$ cat config.mk
export PLATFORM = sky130hd
export DESIGN_NAME = load_store_unit
export DESIGN_NICKNAME = d
export VERILOG_FILES = /design/src/rtl/load_store_unit.sv
export SDC_FILE = /design/constraint.sdc
export NUM_CORES = 1
export LEC_CHECK = 0
export ABC_CLOCK_PERIOD_IN_PS = 3600
export CELL_PAD_IN_SITES_DETAIL_PLACEMENT = 0
export CELL_PAD_IN_SITES_GLOBAL_PLACEMENT = 1
export CORE_ASPECT_RATIO = 1.4
export CORE_MARGIN = 2
export CORE_UTILIZATION = 35
export DETAILED_ROUTE_END_ITERATION = 10
export PLACE_DENSITY = 0.9
export SLEW_MARGIN = 10
export SYNTH_ARGS = -nofsm -noshare
export SYNTH_HDL_FRONTEND = slang
export SYNTH_SLANG_ARGS = --single-unit
$ cat constraint.sdc
create_clock -name clk -period 3.6 [get_ports clk]
set_input_delay 0.9 -clock clk [delete_from_list [all_inputs] [get_ports clk]]
set_output_delay 0.9 -clock clk [all_outputs]
set_load 0.05 [all_outputs]
$ cat src/rtl/load_store_unit.sv
// load_store_unit: bridges core loads/stores to a byte-addressable data memory, splitting
// misaligned half/word accesses into byte beats. Optional macro LSU_SPLIT_CNT_EN adds split_cnt.
module load_store_unit (
    input  logic        clk,
    input  logic        rst_n,
    input  logic        mem_R,
    input  logic        mem_W,
    input  logic [31:0] addr,
    input  logic [2:0]  RW_type,
    input  logic [31:0] wdata,
    output logic [31:0] rdata,
    output logic        stall,
    output logic        dm_R_en,
    output logic        dm_W_en,
    output logic [31:0] dm_addr,
    output logic [2:0]  dm_RW_type,
    output logic [31:0] dm_din,
    input  logic [31:0] dm_dout
`ifdef LSU_SPLIT_CNT_EN
    ,
    output logic [31:0] split_cnt
`endif
);

    localparam int unsigned XLEN   = 32;
    localparam int unsigned BEAT_W = 2;
    localparam int unsigned LANE_W = 5;

    typedef enum logic [1:0] {IDLE, LATCH, SPLIT, DONE} state_t;

    state_t              state, next_state;
    logic [XLEN-1:0]     addr_q;
    logic [XLEN-1:0]     wdata_q;
    logic [XLEN-1:0]     asm_q;
    logic                word_q;
    logic                zext_q;
    logic                store_q;
    logic [BEAT_W-1:0]   beat_q;

    logic                req_c;
    logic                misaligned_c;
    logic                latch_en_c;
    logic                last_beat_c;
    logic [LANE_W-1:0]   lane_c;
    logic [XLEN-1:0]     done_data_c;

    assign req_c        = mem_R | mem_W;
    assign misaligned_c = ((RW_type[1:0] == 2'b01) && addr[0]) ||
                          (RW_type[1] && (addr[1:0] != 2'b00));
    assign last_beat_c  = (beat_q == (word_q ? 2'd3 : 2'd1));
    assign lane_c       = {beat_q, 3'b000};

    // Final load value: words pass as assembled, halves extend from bit 15
    always_comb begin
        done_data_c = asm_q;
        if (!word_q) begin
            if (zext_q) done_data_c = {16'h0000, asm_q[15:0]};
            else        done_data_c = {{16{asm_q[15]}}, asm_q[15:0]};
        end
    end

    always_ff @(posedge clk or negedge rst_n) begin
        if (!rst_n) state <= IDLE;
        else        state <= next_state;
    end

    always_comb begin
        next_state = state;
        stall      = 1'b0;
        dm_R_en    = 1'b0;
        dm_W_en    = 1'b0;
        dm_addr    = addr;
        dm_RW_type = RW_type;
        dm_din     = wdata;
        rdata      = '0;
        latch_en_c = 1'b0;
        case (state)
            IDLE: begin
                // Held in reset: no memory traffic and no stall
                if (!rst_n) begin
                    next_state = IDLE;
                end else if (req_c && misaligned_c) begin
                    stall      = 1'b1;
                    latch_en_c = 1'b1;
                    next_state = LATCH;
                end else begin
                    dm_R_en = mem_R & ~mem_W;
                    dm_W_en = mem_W;
                    rdata   = (mem_R & mem_W) ? '0 : dm_dout;
                end
            end
            LATCH: begin
                stall      = 1'b1;
                next_state = SPLIT;
            end
            SPLIT: begin
                stall      = 1'b1;
                dm_addr    = addr_q + XLEN'(beat_q);
                dm_RW_type = store_q ? 3'b000 : 3'b100;
                dm_din     = {24'h000000, wdata_q[lane_c +: 8]};
                dm_R_en    = ~store_q;
                dm_W_en    = store_q;
                if (last_beat_c) next_state = DONE;
            end
            DONE: begin
                rdata      = done_data_c;
                next_state = IDLE;
            end
        endcase
    end

    // Request latch, beat counter and little-endian load assembly
    always_ff @(posedge clk or negedge rst_n) begin
        if (!rst_n) begin
            addr_q  <= '0;
            wdata_q <= '0;
            asm_q   <= '0;
            word_q  <= 1'b0;
            zext_q  <= 1'b0;
            store_q <= 1'b0;
            beat_q  <= '0;
        end else if (latch_en_c) begin
            addr_q  <= addr;
            wdata_q <= wdata;
            asm_q   <= '0;
            word_q  <= RW_type[1];
            zext_q  <= RW_type[2];
            store_q <= mem_W;
            beat_q  <= '0;
        end else if (state == SPLIT) begin
            beat_q <= beat_q + 2'd1;
            if (!store_q) asm_q[lane_c +: 8] <= dm_dout[7:0];
        end
    end

`ifdef LSU_SPLIT_CNT_EN
    always_ff @(posedge clk or negedge rst_n) begin
        if (!rst_n)                               split_cnt <= '0;
        else if (latch_en_c && (split_cnt != '1)) split_cnt <= split_cnt + 32'd1;
    end
`endif

endmodule

### Word level (Yosys, flattened, before mapping)

Cells that the tools add are included.

| word-level totals | value |
|---|---|
| bits in writable memories | 0 |
| memories | 0 |
| bits of input ports | 103 |
| register bits after elaboration | 103 |
| memory bits (read-only) | 0 |
| latch bits | 0 |

| cells by class | value |
|---|---|
| $lt $le $gt $ge | 0 |
| $mul | 0 |
| muxes and demuxes | 31 |
| shift-type cells | 3 |
| bitwise operators | 5 |
| reductions and logical operators | 10 |
| divide/modulo/power cells | 0 |
| eq/ne operators | 8 |
| add/subtract/negate cells | 3 |

Operators with widths:

| cell | count |
|---|---|
| two-way mux 32 bit | 10 |
| one-hot mux 32 bit (2 select lines) | 1 |
| adder 32 x 2 -> 32 bit | 1 |
| bitwise mux 32 bit | 1 |
| variable shift 8 x 7 -> 32 bit, first input constant | 1 |
| variable part select 32 x 6 -> 8 bit | 1 |
| variable part select 8 x 7 -> 32 bit | 1 |
| two-way mux 2 bit | 6 |
| one-hot mux 2 bit (4 select lines) | 1 |
| two-way mux 1 bit | 7 |
| negation 5 -> 7 bit | 1 |
| two-way mux 3 bit | 2 |
| one-hot mux 1 bit (2 select lines) | 3 |
| equality test 2 x 1 -> 1 bit, second input constant | 2 |
| equality test 2 bit, second input constant | 2 |
| AND reduction 2 bit | 2 |
| nonzero test 2 bit | 2 |
| logical AND 1 bit | 3 |
| != test 3 bit, second input constant | 1 |
| adder 2 x 1 -> 2 bit, second input constant | 1 |
| AND 1 bit | 2 |
| equality test 2 bit | 1 |
| logical NOT 2 bit | 1 |
| != test 2 x 1 -> 1 bit, second input constant | 1 |
| other kinds (5) | 6 |

### Depth between registers and ports, before layout

| depth | value |
|---|---|
| depth in word-level cells | 9 |
| gate-level depth with buffers | 9 |
| gate-level depth less buffers | 8 |

### Worst setup path after synthesis

OpenSTA, ideal clock, no wires.

| timing | value |
|---|---|
| kind | flip-flop to output port |
| start point | register beat_q[1] |
| end point | output port dm_addr[26] |
| required time | 2.700 ns |
| setup slack | -0.410 ns |
| arrival | 3.110 ns |
| cell stages (with the launch flop) | 9 |
| buffers on the path | 1 |
| cells stage by stage | dfrtp_1 -> clkbuf_1 -> inv_1 -> fa_1 -> and4b_1 -> nand4_1 -> nor4_1 -> xnor2_1 -> a21oi_1 |

| between the ends | value |
|---|---|
| cells in the longest elaborated chain, start to end | 2 |

Ends and longest elaborated chain:

| item | RTL line | source |
|---|---|---|
| start: declaration | 38 | `logic [BEAT_W-1:0] beat_q;` |
| start signal: assignment | 131 | `beat_q <= beat_q + 2'd1;` |
| adder 32 x 2 -> 32 bit | 98 | `dm_addr = addr_q + XLEN'(beat_q);` |
| two-way mux 32 bit | 77 | `case (state)` |
| end: declaration | 15 | `output logic [31:0] dm_addr,` |

No other way between the ends.

### Final worst setup path

| timing | value |
|---|---|
| start point | register beat_q[1] |
| end point | output port dm_addr[31] |

Same word-level chain as after synthesis.

==> reports/results.tsv <==
stage	metric	value	unit
outcome	status	completed	
sta	period utilization	97.2	%
critical_path	WP data arrival	2.60	ns
detailed_routing	vias per inst	5.17	
clock_tree	clock tree buffer depth	2	
detailed_routing	drt pass-1 iters	4	
clock_tree	Sink Count	103	
critical_path	slowest CP cell	a21oi_1	
layout	layout cells sized above 1	33.1	%
sta	final worst slack	0.0998	ns
pwr	Peak supply drop	746	µV
clock_tree	CTS Buf Count	9	
die	Starting Density	36.0	%
synthesis	Syn Nets	711	
detailed_routing	WL/cell	17.1	µm
sta	Clock Skew	0.00997	ns
synthesis	FF+latch count, synth	103	
global_routing	grt ovf	0	
die	# rows	56	
critical_path	Crit path largest cell delay	0.49	ns
critical_path	Worst Setup Path Type	register to primary output	
detailed_routing	DR iter-0 viols	245	
placement	Final HPWL DP	12.6	mm
synthesis	warnings from Yosys	0	
synthesis	async set-reset flop share out of synthesis	100	%
global_routing	vias in the first global route	5418	
critical_path	RR Startpoint	state[0]	
placement	port bufs	204	
synthesis	average size of a mapped cell	10.1	µm²
die	I/O pin cnt	205	
pwr	Power, Total	8900	µW
synthesis	Post-synth EDFFs	0	
clock_tree	CTS Hold Buffers Added	0	
clock_tree	clock transition at the registers of the reported paths	0.07	ns
layout	Syn-to-layout area delta	58.2	%
sta	Fin. Hold Viols	0	
layout	commonest cells after routing, fill and taps aside	clkdlybuf4s50_1, dfrtp_1, mux2_2	
layout	# nets final	920	
hold_path	Hold Path Depth	1	
sta	Tmin final	3.50	ns
detailed_routing	total number of vias	5238	
die	Die Y	160	µm
critical_path	crit start category	register	
hold_path	Hold/Removal Path Class	register to register	
synthesis	cells after synthesis	596	
critical_path	CP Capture Type	primary output	
layout	Filler Cell Count	1439	
global_routing	Total Routing Usage GR	19.0	%
global_routing	first-pass GRT wire length	28.2	mm
sta	Fmax	286	MHz
placement	Routability Congestion	0.800	
pwr	leak pwr	0.00398	µW
clock_tree	clock root buffer	clkbuf_16	
sta	final setup TNS	0	ns
hold_path	worst hold start	asm_q[22]	
run	max cap viols	0	
global_routing	largest net degree at the start of global routing	55	
critical_path	crit-path max FO	4	
sta	worst slew pin tran	0.723	ns
layout	n_diodes	0	
pwr	power per cell area	931	nW/µm²
sta	max-slew violations	0	
placement	pre-CTS setup slack	-0.0202	ns
die	core area	16800	µm²
detailed_routing	Total Routed Length	17.3	mm
critical_path	r2r setup slk	1.25	ns
synthesis	mapped cell area	6050	µm²
critical_path	CP Cell Sequence	ha_1, a21oi_1, nor4_4, and3_4, mux2_4, a221o_1, buf_4	
detailed_routing	# DRC	0	
clock_tree	htree depth	3	
critical_path	reg2reg end	asm_q[15]	
critical_path	R2R cell count	7	
hold_path	Hold EP	asm_q[22]	
global_routing	antenna violations before repair	0	
critical_path	Req. time, crit path	2.70	ns
synthesis	register area share after synthesis	42.6	%
sta	Setup-failing EPs final	0	
die	Die X	115	µm
die	die area	18400	µm²
clock_tree	clk_lat worst skew	0.34	ns
detailed_routing	post-route ant nets	0	
sta	Worst slew margin	51.8	%
clock_tree	TritonCTS clock tree	yes	
sta	RSZ-0062 raised after global routing	true	
synthesis	Synth cell types	44	
layout	commonest non-fill, non-tap cell in the layout	clkdlybuf4s50_1	
synthesis	top_reg_cell synth	dfrtp_1	
worst max-delay path by stage:
stage	startpoint	end	slack, ns	cells after the start
3_3_place_gp	RW_type[1]	rdata[20]	0.02	8
4_1_cts	RW_type[1]	rdata[30]	0.02	8
6_report	beat_q[1]	dm_addr[31]	0.1	7
3_5_place_dp	RW_type[1]	rdata[19]	-0.02	8
2_1_floorplan	RW_type[0]	rdata[16]	0.008	6
5_1_grt	beat_q[1]	dm_addr[31]	-0.03	7
per-layer routing:
| layer | share of wire, % | GRT usage [%] |
|---|---|---|
| met1 | 41 | 23.5 |
| met5 | 0 | 0 |
| met2 | 54 | 34.1 |
| met3 | 4.3 | 3.01 |
| met4 | 1.1 | 4.87 |
logic make-up (layout without fill, tap and decap cells):
family	after synthesis	in the layout	synth area share [%]
buffers and inverters	49	263	3.81
muxes	85	85	17.4
DFF	103	103	42.6
AOI/OAI and AO/OA	126	126	12.9
xor gates and xnor gates	31	31	4.49
and+or+nand+nor	190	190	16.2
adders and majority gates	12	12	2.61
cell type report:
| class | count | area [µm²] | area share, % |
|---|---|---|---|
| Clock inverter | 7 | 53.8 | 0.562 |
| Tap cell | 203 | 254 | 2.65 |
| Multi-Input combinational cell | 444 | 3470 | 36.3 |
| Timing Repair Buffer | 236 | 2940 | 30.8 |
| Sequential cell | 103 | 2580 | 26.9 |
| Clock buffer | 9 | 225 | 2.35 |
| Inverter | 11 | 41.3 | 0.432 |
metrics by stage:
stage	hold slack [ns]	instances	utilization [%]	cell area, µm²
after floorplan	0.468	596	-	6080
after detailed placement	0.488	992	53.6	9010
final	0.503	1013	56.9	9570
after CTS	0.508	1009	55.5	9340
after global placement	0.483	992	53.6	9010
after global routing	0.517	1013	56.9	9570
what timing repair did:
action / in CTS / in global routing
pin swaps: 3 / 12
setup buffers: 1 / 2
gates resized for setup: 7 / 42
setup endpoints to repair: 20 / 43
gates cloned: 0 / 2
where the power goes:
| group | switching, µW | internal [µW] |
|---|---|---|
| registers | 411 | 1690 |
| clock network | 447 | 477 |
| logic | 3320 | 2550 |
| total | 4180 | 4720 |
critical path, delay by kind of cell (launching register included):
family                     cells  cell delay (ns)
AOI/OAI and AO/OA              2             0.79
and+or+nand+nor                2             0.29
adders and majority gates      1             0.28
DFF                            1             0.41
buffers and inverters          1             0.20
muxes                          1             0.29
Yosys cell counts (5+ instances only):
master / n / area [µm²]
nor3_1: 7 / 35.0
o21ai_0: 24 / 120
nand4_1: 6 / 37.5
buf_2: 14 / 70.1
nor2_1: 78 / 293
inv_1: 11 / 41.3
xor2_1: 16 / 140
mux4_2: 8 / 180
ha_1: 11 / 138
xnor2_1: 15 / 131
mux2_2: 75 / 845
nor2b_1: 27 / 169
a22o_1: 9 / 78.8
and3_1: 5 / 31.3
nand2_1: 33 / 124
a21oi_1: 48 / 240
dfrtp_1: 103 / 2580
nand3_1: 15 / 75.1
a22oi_1: 40 / 300
clkbuf_1: 20 / 75.1
state kept, by name, indices dropped and copies added, names as in the netlist:
signal   count
word_q       1
wdata_q     32
store_q      1
state        2
asm_q       32
beat_q       2
addr_q      32
zext_q       1
Power figures use the tool's default switching activity.
==> variant: new RTL, same flow settings <==
The option `LSU_SPLIT_CNT_EN` is turned on by a define.
--- a/src/rtl/load_store_unit.sv
+++ b/src/rtl/load_store_unit.sv
@@ -1,5 +1,7 @@
 // load_store_unit: bridges core loads/stores to a byte-addressable data memory, splitting
 // misaligned half/word accesses into byte beats. Optional macro LSU_SPLIT_CNT_EN adds split_cnt.
+`define LSU_SPLIT_CNT_EN
+
 module load_store_unit (
     input  logic        clk,
     input  logic        rst_n,
Check against the original RTL (old outputs only; new: split_cnt): equivalent (Yosys induction, for registers that start in step).
==> variant against the unedited design <==
Setup slack worse by 0.030 ns; sequential cell count is 32 higher; design area is 22% higher; count of clock-buffer cells in the layout is 10 higher; area after synthesis is 24% higher; sequential power is 20% higher; total power is 17% higher; clock skew is 0.00085 ns higher; non-clock buffer count is 31 higher; clock power is 88% higher; wire length is 35% higher; sequential share of layout area is 1.9 points higher; largest cell class unchanged; highest routed layer unchanged.
==> variant: results (changes against the unedited design) <==
metric;value;unit;change
status;completed;;unchanged
synthFlopType;dfrtp_1;;unchanged
yosysSeqAreaShare;45.0;%;was 42.6%
use_met1;23.6;%;was 23.5%
p_leak;5.07;nW;was 3.98 nW
critPathArrivalTime;2.63;ns;was 2.60 ns
min_path_cells;2;;was 1
grt_pass1_wl;37400;um;was 28200 um
drt_iter0_markers;380;;was 245
finish.net_count;1224;;was 920
via_per_inst;5.12;;was 5.17
cp_max_fo;6;;was 4
fillers;1904;;was 1439
gp_congestion;0.862;;was 0.800
routed_wirelength;23400;um;was 17300 um
drive_above_1_share;20.3;%;was 33.1%
syn_area_per_cell;8.64;sq um;was 10.1 sq um
ys_top_cells_by_count;nand2_1, dfrtp_1, nor2_1;;was dfrtp_1, nor2_1, mux2_2
hpwlAfterDp;17200;um;was 12600 um
vias;7082;;was 5238
insertion_delay;0.42;ns;was 0.34 ns
cts_htree_levels;4;;was 3
met3_usage;4.97;%;was 3.01%
synth.distinct_cells;50;;was 44
crit_family;simple AND/OR/NAND/NOR gates;;was compound AO/OA/AOI/OAI gates
min_to;zext_q;;was asm_q[22]
grt_usage;20.9;%;was 19.0%
io_buffers;236;;was 204
vdd_drop_max;0.000580;V;was 0.000746 V
synth_compound_area_share;11.6;%;was 12.9%
slowest_stage;fa_2;;was a21oi_1
dp.cells;1347;;was 992
hp-start;zext_q;;was asm_q[22]
skew;0.0108;ns;was 0.00997 ns
synth_mux_area_share;4.33;%;was 17.4%
critical-path-max-stage-delay;0.36;ns;was 0.49 ns
r2r-end;asm_q[20];;was asm_q[15]
drt-pass1-iter-count;5;;was 4
grt_start_max_net_pins;72;;was 55
syn_nets;985;;was 711
synthAdderAreaFrac;2.10;%;was 2.61%
variant: repair_timing:
item | CTS | global route
endpoints found under the setup margin | 9 | 26
gates resized for setup | 4 | 16
buffers inserted | 1 | 2
pin swaps | 2 | 2
variant: kinds of logic after synthesis:
family | after synthesis
simple gates | 445
fa+ha+maj | 12
xor+xnor | 59
mux | 21
buf+inv | 61
flops | 135
compound gates | 137
variant: layer usage:
layer	part of all wire [%]	wire length, um
met4	3.2	741
met1	40	9310
met3	5.8	1350
met2	51	12000
met5	0	0
variant: cell type report:
cell class,instances,area share [%]
inverter,14,0.449
clock inverter,13,1.24
sequential,135,28.9
tap,260,2.78
clock buffer,19,3.79
multi-input combinational,674,35.2
timing repair buffer,267,27.7
variant: power breakdown:
group | switching [W] | leakage (nW) | total (W) | internal [W]
logic | 0.00359 | 3.03 | 0.00609 | 0.00250
registers | 0.000457 | 1.75 | 0.00254 | 0.00208
clock network | 0.000696 | 0.281 | 0.00174 | 0.00105
total | 0.00474 | 5.07 | 0.0104 | 0.00563
variant: stage by stage:
step | power, W | hold slack [ns] | setup TNS [ns] | area (sq um) | setup WS, ns
2_1_floorplan | 0.00611 | 0.437 | -0.0719 | 7630 | -0.0719
3_3_place_gp | 0.00857 | 0.451 | 0 | 11000 | 0.164
3_5_place_dp | 0.00865 | 0.456 | 0 | 11000 | 0.113
4_1_cts | 0.0104 | 0.470 | -0.176 | 11600 | -0.0532
5_1_grt | 0.0109 | 0.494 | -0.703 | 11700 | -0.115
6_report | 0.0104 | 0.469 | 0 | 11700 | 0.0702
variant: how the worst max path moves through the flow:
stage                    start          end  slack (ns)
detailed placement  RW_type[1]     rdata[0]        0.11
finish               addr_q[0]  dm_addr[20]        0.07
floorplan            beat_q[1]  dm_addr[26]       -0.07
global placement    RW_type[1]     rdata[0]        0.16
CTS                  addr_q[0]  dm_addr[26]       -0.05
global route         addr_q[0]  dm_addr[30]       -0.12
variant: worst register-to-register path, cell delays in order (launching register included):
cell and delay (ns):
dfrtp_1 0.40, inv_1 0.15, ha_4 0.55, nor2b_1 0.47, nand2_1 0.33, nor4b_2 0.75, a22oi_1 0.16, nor2_1 0.13
